### src/rtl/apb_reg_bank_if.sv
// APB slave-side bus bundle for apb_reg_bank.
// Handshake: a transfer is set up with psel_i=1/penable_i=0, then held with penable_i=1 and all request fields stable until the cycle where pready_o=1; that cycle completes it.
interface apb_reg_bank_if #(
    parameter int ADDR_WIDTH = 8
) ();
    logic [ADDR_WIDTH-1:0] paddr_i;
    logic [2:0]            pprot_i;
    logic                  psel_i;
    logic                  penable_i;
    logic                  pwrite_i;
    logic [31:0]           pwdata_i;
    logic [3:0]            pstrb_i;
    logic                  pready_o;
    logic [31:0]           prdata_o;
    logic                  pslverr_o;

    modport master (
        output paddr_i, pprot_i, psel_i, penable_i, pwrite_i, pwdata_i, pstrb_i,
        input  pready_o, prdata_o, pslverr_o
    );

    modport slave (
        input  paddr_i, pprot_i, psel_i, penable_i, pwrite_i, pwdata_i, pstrb_i,
        output pready_o, prdata_o, pslverr_o
    );
endinterface

### src/rtl/apb_reg_bank.sv
// APB register bank: RW/RO registers, per-bit W1C status bits, programmable wait states,
// registered response and a one-cycle write strobe per register.
module apb_reg_bank #(
    parameter int                         G_APB_ADDR_WIDTH = 8,
    parameter int                         G_NUM_REGS       = 8,
    parameter int                         G_WAIT_CYCLES    = 0,
    parameter logic [G_NUM_REGS-1:0]      G_RO_MASK        = '0,
    parameter logic [G_NUM_REGS*32-1:0]   G_W1C_MASK       = '0,
    parameter logic [G_NUM_REGS*32-1:0]   G_RESET_VALUE    = '0,
    parameter bit                         G_PRIV_WRITE     = 1'b0
) (
    input  logic                       pclk_i,
    input  logic                       preset_n_i,
    apb_reg_bank_if.slave              apb,
    input  logic [G_NUM_REGS*32-1:0]   reg_hw_i,
    input  logic [G_NUM_REGS*32-1:0]   hw_set_i,
    output logic [G_NUM_REGS*32-1:0]   reg_q_o,
    output logic [G_NUM_REGS-1:0]      reg_wr_o,
    output logic                       dbg_state
);
    typedef enum logic {IDLE = 1'b0, ACCESS = 1'b1} state_e;

    localparam int IDX_W = G_APB_ADDR_WIDTH - 2;

    state_e                state_q, state_d;
    logic [3:0]            cnt_q, cnt_d;
    logic                  pready_q, pready_d;
    logic                  pslverr_q, pslverr_d;
    logic [31:0]           prdata_q, prdata_d;
    logic [G_NUM_REGS-1:0] reg_wr_q, reg_wr_d;
    logic [31:0]           regs_q [G_NUM_REGS];
    logic [31:0]           regs_d [G_NUM_REGS];

    logic [IDX_W-1:0] idx;
    logic             in_range;
    logic             sel_ro;
    logic [31:0]      sel_data;
    logic             acc_err;
    logic [31:0]      rsp_data;
    logic [31:0]      lane;
    logic             complete;
    logic             commit;
    logic             unused_prot;

    assign idx         = apb.paddr_i[G_APB_ADDR_WIDTH-1:2];
    assign lane        = {{8{apb.pstrb_i[3]}}, {8{apb.pstrb_i[2]}},
                          {8{apb.pstrb_i[1]}}, {8{apb.pstrb_i[0]}}};
    assign unused_prot = ^apb.pprot_i[2:1];

    always_comb begin
        in_range = 1'b0;
        sel_ro   = 1'b0;
        sel_data = '0;
        for (int i = 0; i < G_NUM_REGS; i++) begin
            if (idx == IDX_W'(i)) begin
                in_range = 1'b1;
                sel_ro   = G_RO_MASK[i];
                sel_data = G_RO_MASK[i] ? reg_hw_i[i*32 +: 32] : regs_q[i];
            end
        end
    end

    assign acc_err  = (apb.paddr_i[1:0] != 2'b00) | ~in_range |
                      (apb.pwrite_i & (sel_ro | (G_PRIV_WRITE & ~apb.pprot_i[0])));
    assign rsp_data = (acc_err | apb.pwrite_i) ? 32'h0 : sel_data;

    // Response fields are captured together with pready, so they are valid exactly while pready is high.
    always_comb begin
        state_d   = state_q;
        cnt_d     = cnt_q;
        pready_d  = pready_q;
        pslverr_d = pslverr_q;
        prdata_d  = prdata_q;
        complete  = 1'b0;
        case (state_q)
            IDLE: begin
                if (apb.psel_i && !apb.penable_i) begin
                    state_d = ACCESS;
                    cnt_d   = 4'(G_WAIT_CYCLES);
                    if (G_WAIT_CYCLES == 0) begin
                        pready_d  = 1'b1;
                        pslverr_d = acc_err;
                        prdata_d  = rsp_data;
                    end
                end
            end
            ACCESS: begin
                if (!apb.psel_i || (pready_q && apb.penable_i)) begin
                    complete  = apb.psel_i;
                    state_d   = IDLE;
                    cnt_d     = 4'd0;
                    pready_d  = 1'b0;
                    pslverr_d = 1'b0;
                    prdata_d  = 32'h0;
                end else if (cnt_q != 4'd0) begin
                    cnt_d = cnt_q - 4'd1;
                    if (cnt_q == 4'd1) begin
                        pready_d  = 1'b1;
                        pslverr_d = acc_err;
                        prdata_d  = rsp_data;
                    end
                end
            end
            default: state_d = IDLE;
        endcase
    end

    assign commit = complete & apb.pwrite_i & ~pslverr_q;

    // W1C clear is applied before the hardware set so a coincident set wins.
    always_comb begin
        reg_wr_d = '0;
        for (int i = 0; i < G_NUM_REGS; i++) begin
            regs_d[i] = regs_q[i];
            if (commit && idx == IDX_W'(i)) begin
                reg_wr_d[i] = 1'b1;
                regs_d[i]   = (regs_q[i] & ~(lane & ~G_W1C_MASK[i*32 +: 32])) |
                              (apb.pwdata_i & lane & ~G_W1C_MASK[i*32 +: 32]);
                regs_d[i]   = regs_d[i] & ~(apb.pwdata_i & lane & G_W1C_MASK[i*32 +: 32]);
            end
            regs_d[i] = regs_d[i] | (hw_set_i[i*32 +: 32] & G_W1C_MASK[i*32 +: 32]);
            if (G_RO_MASK[i]) begin
                regs_d[i] = regs_q[i];
            end
        end
    end

    always_ff @(posedge pclk_i) begin
        if (!preset_n_i) begin
            state_q   <= IDLE;
            cnt_q     <= 4'd0;
            pready_q  <= 1'b0;
            pslverr_q <= 1'b0;
            prdata_q  <= 32'h0;
            reg_wr_q  <= '0;
            for (int i = 0; i < G_NUM_REGS; i++) begin
                regs_q[i] <= G_RESET_VALUE[i*32 +: 32];
            end
        end else begin
            state_q   <= state_d;
            cnt_q     <= cnt_d;
            pready_q  <= pready_d;
            pslverr_q <= pslverr_d;
            prdata_q  <= prdata_d;
            reg_wr_q  <= reg_wr_d;
            for (int i = 0; i < G_NUM_REGS; i++) begin
                regs_q[i] <= regs_d[i];
            end
        end
    end

    always_comb begin
        reg_q_o = '0;
        for (int i = 0; i < G_NUM_REGS; i++) begin
            reg_q_o[i*32 +: 32] = G_RO_MASK[i] ? 32'h0 : regs_q[i];
        end
    end

    assign apb.pready_o  = pready_q;
    assign apb.prdata_o  = prdata_q;
    assign apb.pslverr_o = pslverr_q;
    assign reg_wr_o      = reg_wr_q;
    assign dbg_state     = state_q;
endmodule

### src/flat_wrapper.sv
// flat-port wrapper written by rule: the top's interface ports become plain ports
module apb_reg_bank_flat 
#(
    parameter int                         G_APB_ADDR_WIDTH = 8,
    parameter int                         G_NUM_REGS       = 8,
    parameter int                         G_WAIT_CYCLES    = 0,
    parameter logic [G_NUM_REGS-1:0]      G_RO_MASK        = '0,
    parameter logic [G_NUM_REGS*32-1:0]   G_W1C_MASK       = '0,
    parameter logic [G_NUM_REGS*32-1:0]   G_RESET_VALUE    = '0,
    parameter bit                         G_PRIV_WRITE     = 1'b0
)
  (pclk_i, preset_n_i, reg_hw_i, hw_set_i, reg_q_o, reg_wr_o, dbg_state, apb_paddr_i, apb_pprot_i, apb_psel_i, apb_penable_i, apb_pwrite_i, apb_pwdata_i, apb_pstrb_i, apb_pready_o, apb_prdata_o, apb_pslverr_o);
  apb_reg_bank_if #(.ADDR_WIDTH(8)) apb_i ();
  input  logic pclk_i;
  input  logic preset_n_i;
  input  logic [G_NUM_REGS*32-1:0] reg_hw_i;
  input  logic [G_NUM_REGS*32-1:0] hw_set_i;
  output logic [G_NUM_REGS*32-1:0] reg_q_o;
  output logic [G_NUM_REGS-1:0] reg_wr_o;
  output logic dbg_state;
  input wire logic [$bits(apb_i.paddr_i)-1:0] apb_paddr_i;
  input wire logic [$bits(apb_i.pprot_i)-1:0] apb_pprot_i;
  input wire logic [$bits(apb_i.psel_i)-1:0] apb_psel_i;
  input wire logic [$bits(apb_i.penable_i)-1:0] apb_penable_i;
  input wire logic [$bits(apb_i.pwrite_i)-1:0] apb_pwrite_i;
  input wire logic [$bits(apb_i.pwdata_i)-1:0] apb_pwdata_i;
  input wire logic [$bits(apb_i.pstrb_i)-1:0] apb_pstrb_i;
  output wire logic [$bits(apb_i.pready_o)-1:0] apb_pready_o;
  output wire logic [$bits(apb_i.prdata_o)-1:0] apb_prdata_o;
  output wire logic [$bits(apb_i.pslverr_o)-1:0] apb_pslverr_o;
  assign apb_i.paddr_i = apb_paddr_i;
  assign apb_i.pprot_i = apb_pprot_i;
  assign apb_i.psel_i = apb_psel_i;
  assign apb_i.penable_i = apb_penable_i;
  assign apb_i.pwrite_i = apb_pwrite_i;
  assign apb_i.pwdata_i = apb_pwdata_i;
  assign apb_i.pstrb_i = apb_pstrb_i;
  assign apb_pready_o = apb_i.pready_o;
  assign apb_prdata_o = apb_i.prdata_o;
  assign apb_pslverr_o = apb_i.pslverr_o;
  apb_reg_bank #(.G_APB_ADDR_WIDTH(G_APB_ADDR_WIDTH), .G_NUM_REGS(G_NUM_REGS), .G_WAIT_CYCLES(G_WAIT_CYCLES), .G_RO_MASK(G_RO_MASK), .G_W1C_MASK(G_W1C_MASK), .G_RESET_VALUE(G_RESET_VALUE), .G_PRIV_WRITE(G_PRIV_WRITE)) u_core (.pclk_i(pclk_i), .preset_n_i(preset_n_i), .apb(apb_i), .reg_hw_i(reg_hw_i), .hw_set_i(hw_set_i), .reg_q_o(reg_q_o), .reg_wr_o(reg_wr_o), .dbg_state(dbg_state));
endmodule
### config.mk
export PLATFORM = sky130hd
export DESIGN_NAME = apb_reg_bank_flat
export DESIGN_NICKNAME = d
export VERILOG_FILES = /design/src/rtl/apb_reg_bank_if.sv /design/src/rtl/apb_reg_bank.sv /design/src/flat_wrapper.sv
export SDC_FILE = /design/constraint.sdc
export NUM_CORES = 1
export LEC_CHECK = 0
export ABC_AREA = 1
export CORE_AREA = 2 2 339 341
export DETAILED_ROUTE_END_ITERATION = 16
export DIE_AREA = 0 0 341 343
export PLACE_DENSITY = 0.44
export SLEW_MARGIN = 20
export SYNTH_ARGS = -nofsm -noshare
export SYNTH_HDL_FRONTEND = slang
export SYNTH_SLANG_ARGS = --single-unit
export TNS_END_PERCENT = 30
### constraint.sdc
create_clock -name pclk_i -period 2.3 [get_ports pclk_i]
set_input_delay 0.46 -clock pclk_i [delete_from_list [all_inputs] [get_ports pclk_i]]
set_output_delay 0.46 -clock pclk_i [all_outputs]
set_load 0.01 [all_outputs]
## Word level (Yosys, flattened, before mapping)

Memories as Yosys holds them, arrays and structs flattened.
Cells that the tools add are included.

- Add/sub/neg operators: 1
- Eq/ne operators: 11
- Multiplexer cells: 67
- Bitwise gates (word level): 33
- Reduce and logical (&&, ||, !) cells: 18

Operators with widths:

| operator | count |
|---|---|
| 32-bit two-way mux | 29 |
| 32-bit bitwise AND | 9 |
| 32-bit bitwise OR | 8 |
| 32-bit case mux with 2 select lines | 1 |
| 32-bit NOT | 1 |
| 1-bit two-way mux | 30 |
| 6-bit by 3-bit == test with 1-bit output, second input constant | 4 |
| 6-bit by 2-bit == test with 1-bit output, second input constant | 2 |
| 4-bit two-way mux | 3 |
| 1-bit logical AND | 10 |
| 1-bit bitwise OR | 10 |
| 4-bit case mux with 2 select lines | 1 |
| 6-bit by 1-bit == test with 1-bit output, second input constant | 1 |
| 6-bit zero test | 1 |
| 3-bit != test, second input constant | 2 |
| 1-bit case mux with 2 select lines | 3 |
| 4-bit by 1-bit == test with 1-bit output, second input constant | 1 |
| 4-bit nonzero test | 1 |
| 4-bit by 1-bit subtractor with 4-bit output, second input constant | 1 |
| 1-bit NOT | 3 |
| 3-bit AND reduction | 1 |
| 1-bit bitwise AND | 2 |
| 1-bit zero test | 2 |
| 2-bit by 1-bit != test with 1-bit output, second input constant | 1 |
| 3 further kinds | 3 |

- Bits in registers: 47
- Memory bits (writable): 256
- Bits of input ports: 564
- Output and inout bits: 299
- Logic and storage cells: 137
- Memories kept: 1

Memories:

| memory | depth | bits a word | read ports | clocked after memory_dff | write ports | line | source |
|---|---|---|---|---|---|---|---|
| u_core.regs_q | 8 | 32 | 8 | 0 | 8 | apb_reg_bank.sv:31 | `logic [31:0] regs_q [G_NUM_REGS];` |

## Depth between registers and ports, before layout

- Word-level depth: 17
- Depth in mapped cells: 14
- Depth with buffers taken out: 12

## Least setup slack after synthesis

Ideal clock, no wire load.

- Path kind: input -> register
- Start point: in apb_paddr_i[2]
- End point: reg with a tool-made name
- Arrival: 1.604 ns
- Data required time: 2.181 ns
- Path slack: 0.577 ns
- Cell stages on the path: 10
- Path buffers: 2
- Path through: buf_4 > nor2_4 > nand3_4 > nor2_1 > inv_2 > nor2_2 > inv_1 > buf_2 > o21ai_0 > a21oi_1

RTL lines:

| element | line | source |
|---|---|---|
| from (decl) | flat_wrapper.sv:21 | `input wire logic [$bits(apb_i.paddr_i)-1:0] apb_paddr_i;` |

==> results.yml <==
cells_and_area:
  nNetsFinal: 3025
  syn2layout_area_growth_pct: 59.6
  fillers: 12800
  stdcell_area_sq_um: 21600
  drive_gt1_frac: 0.130
sta:
  min_period_ns: 2.18
  setup_slack_ns: 0.124
  fin_setup_tns_ns: 0
  clock.fmax_ghz: 0.460
  slew_viol_final: 0
  rsz0062_at_grt: "false"
  setup_viol: 0
  finClkSkew_ns: 0.0429
  hold_viol: 0
  fin_crit_sh: 0.946
  slew_headroom: 0.552
  worst_slew_pin_slew_ns: 0.669
clock_network:
  clock_sinks: 303
  cts_setup_buffers: 0
  clk_pin_slew_ns: 0.06
  cts_buffers: 39
  worstSkewPairLatency_ns: 0.59
  h-tree-depth: 2
  clock_path_buffers: 3
  cts_root_buf: "clkbuf_16"
  ctsHoldBuffers: 0
  cts_tree: "built"
logic_synthesis:
  synth.distinct_cells: 33
  syn_area_sq_um: 13500
  synth_top_family_by_area: "simple AND/OR/NAND/NOR gates"
  synthesis.nets: 2551
  syn-instance-count: 1985
  yosysWarningCount: 0
  synthSimpleGateAreaFrac: 0.273
  synth-xor-area-share: 0.000648
  synthArstFlopShare: 0
  syn_avg_cell_area_sq_um: 6.81
  synth-adder-area-share: 0.00185
  synth-main-ff-cell: "dfxtp_1"
  synthMuxAreaShare: 0
  synth-edff-count: 0
  synth-seq-area-share: 0.449
  synth-compound-area-share: 0.181
  ys_ff_latch: 303
worst_setup_path:
  worst-path-buf-inv: 1
  crit_family: "buffers and inverters"
  cp.depth: 1
  cp_max_fo: 3
  endpoint: "reg_q_o[82]"
  r2r_slack_ns: 0.21
  timing.rr.end: "u_core.apb.prdata_o[18]$_SDFFE_PN0P_"
  r2r_start: "u_core.cnt_q[0]$_SDFFE_PN0P_"
  critPathKind: "flip-flop to primary output"
  max_stage_delay_ns: 0.73
  arrival_ns: 1.72
  slowest_stage: "clkdlybuf4s50_1"
  r2r_cells: 12
  end_kind: "primary output"
  path_cells: "clkdlybuf4s50_1"
  crit_required_ns: 1.84
  cp-start-kind: "flip-flop"
place:
  port_buffers: 347
  postPlaceCellArea_sq_um: 20200
  place_hpwl_microns: 67300
  dp_worst_setup_slack_ns: -0.604
  place.gp.congestion: 0.848
die:
  row_count: 124
  die_h_microns: 343
  dieWidth_microns: 341
  dieArea_sq_um: 117000
  ios: 863
  initial_core_util: 0.119
  core_area_sq_um: 113000
power_and_ir_drop:
  sw_frac_of_total: 0.256
  intPower_mw: 9.24
  ir_drop_mv: 0.494
  p_clk_frac: 0.513
  p_sw_mw: 3.18
  p_per_area_nw_per_um2: 576
  leakage_nw: 8.33
  p_comb_frac: 0.063
  p_seq_frac: 0.424
drt:
  viasPerCell: 3.67
  vias: 14700
  wl_per_cell_microns: 20.7
  drtIter0Drc: 990
  drc: 0
  dr.pass1.iters: 5
  drtAntennaViolNets: 0
  wl_microns: 82800
grt:
  grt_overflow: 0
  first_global_vias: 14100
  antenna_found_initial: 17
  grt_pass1_wl_microns: 114000
  grt_max_degree: 93
  grt_usage: 0.137
job:
  drv_cap: 0
worst_hold_path:
  hold_path.class: "input pin to flip-flop"
  min_path_cells: 3
status:
  status: "finished clean"
-- worst reg2reg max path, stage by stage (launching register included) --
cell and delay, ns:
dfxtp_1 0.33, inv_1 0.08, ha_1 0.24, inv_1 0.08, nand4_1 0.10, nand2_1 0.10
nand3_1 0.09, nor2_1 0.33, nand3_4 0.12, buf_12 0.19, nor2_1 0.14, nand2_1 0.08
a21oi_1 0.11
-- synth_stat cells, types with 4 or more instances --
master / n / area [sq um]
clkbuf_1: 58 / 218
nor2_4: 20 / 225
buf_2: 26 / 130
nand3_1: 48 / 240
inv_1: 185 / 694
nand2_2: 4 / 25.0
or2_0: 7 / 43.8
nor2_2: 11 / 68.8
o21ai_0: 239 / 1200
inv_2: 27 / 101
dfxtp_1: 303 / 6070
buf_4: 9 / 67.6
nor2_1: 410 / 1540
a21oi_1: 185 / 926
or2_2: 4 / 25.0
o21ai_1: 23 / 115
o211ai_1: 25 / 188
nand2_1: 377 / 1420
buf_6: 4 / 45.0
-- what timing repair did --
item                                    4_1_cts  5_1_grt
hold endpoints to repair                      0        0
gates resized for setup                       1        4
endpoints found under the setup margin        1        7
-- how the worst min path moves through the flow --
| stage | slack [ns] | start | endpoint |
|---|---|---|---|
| global route | 0.36 | preset_n_i | u_core.reg_wr_o[0]$_SDFF_PN0_ |
| global placement | 0.45 | u_core.apb.prdata_o[12]$_SDFFE_PN0P_ | u_core.apb.prdata_o[12]$_SDFFE_PN0P_ |
| detailed placement | 0.46 | u_core.apb.prdata_o[25]$_SDFFE_PN0P_ | u_core.apb.prdata_o[25]$_SDFFE_PN0P_ |
| finish | 0.35 | preset_n_i | u_core.reg_wr_o[0]$_SDFF_PN0_ |
| floorplan | 0.48 | u_core.cnt_q[1]$_SDFFE_PN0P_ | u_core.cnt_q[1]$_SDFFE_PN0P_ |
| CTS | 0.34 | preset_n_i | u_core.reg_wr_o[0]$_SDFF_PN0_ |
-- through the flow --
| stage | hold slack [ns] | power [mW] | util | cells |
|---|---|---|---|---|
| floorplan | 0.476 | 5.68 | - | 1985 |
| global placement | 0.454 | 6.17 | 0.179 | 3930 |
| detailed placement | 0.459 | 6.17 | 0.179 | 3930 |
| CTS | 0.344 | 12.6 | 0.190 | 3999 |
| global route | 0.360 | 12.8 | 0.190 | 3999 |
| finish | 0.352 | 12.4 | 0.190 | 4002 |
-- logic make-up (layout without fill, tap and decap cells) --
kind of cell,count (synthesis),in the layout
adders and majority gates,2,2
other,0,3
AOI/OAI and AO/OA,475,475
DFF,303,303
and+or+nand+nor,892,892
buffers and inverters,312,814
xor gates and xnor gates,1,1
-- layer usage --
metal / up-vias / wire [microns] / share of wire / global-route usage
met1: 6903 / 38800 / 0.47 / 0.188
met5: - / 45 / 0.00054 / 0
met4: 6 / 2530 / 0.031 / 0.0426
met2: 466 / 35200 / 0.43 / 0.207
li1: 7244 / - / - / -
met3: 86 / 6180 / 0.075 / 0.0393
-- power groups by stage --
stage          Clock, mW  Combinational (mW)  Sequential [mW]
2_1_floorplan          0               0.297             5.38
3_3_place_gp           0               0.788             5.38
3_5_place_dp           0               0.788             5.38
4_1_cts             6.52               0.790             5.27
5_1_grt             6.72               0.848             5.27
6_report            6.38               0.777             5.27
-- cell usage in the layout (no fill, tap or decap), types with 2 or more instances in the layout --
cell             synthesis  final
nand3_4                  2      2
bufinv_16                0      2
nand2_2                  4      5
nor2_2                  11     11
nor2_4                  20     20
clkbuf_16                0     40
ha_1                     2      2
inv_2                   27     27
nor2_1                 410    410
a21oi_1                185    185
o21ai_0                239    237
o21ai_1                 23     25
buf_4                    9    150
buf_12                   0     36
inv_1                  185    185
nor3_1                   2      2
clkdlybuf4s50_1          0    343
clkbuf_8                 0      9
clkbuf_1                58      7
diode_2                  0      3
nand2_4                  2      2
dfxtp_1                303    303
nand4_1                  2      2
clkinv_2                 0      8
or2_2                    4      4
o211ai_1                25     25
nand3_1                 48     48
nand2_1                377    376
or2_0                    7      7
-- area by class of cell --
class | instances | area [sq um] | share of cell area
antenna | 3 | 7.51 | 0.000348
clock buffer | 56 | 1150 | 0.0534
clock inverter | 13 | 155 | 0.00720
inverter | 213 | 802 | 0.0372
multi-input combinational | 1370 | 6180 | 0.286
sequential | 303 | 6070 | 0.281
tap | 1512 | 1890 | 0.0877
timing repair buffer | 532 | 5310 | 0.246
Power figures use the tool's default switching activity.
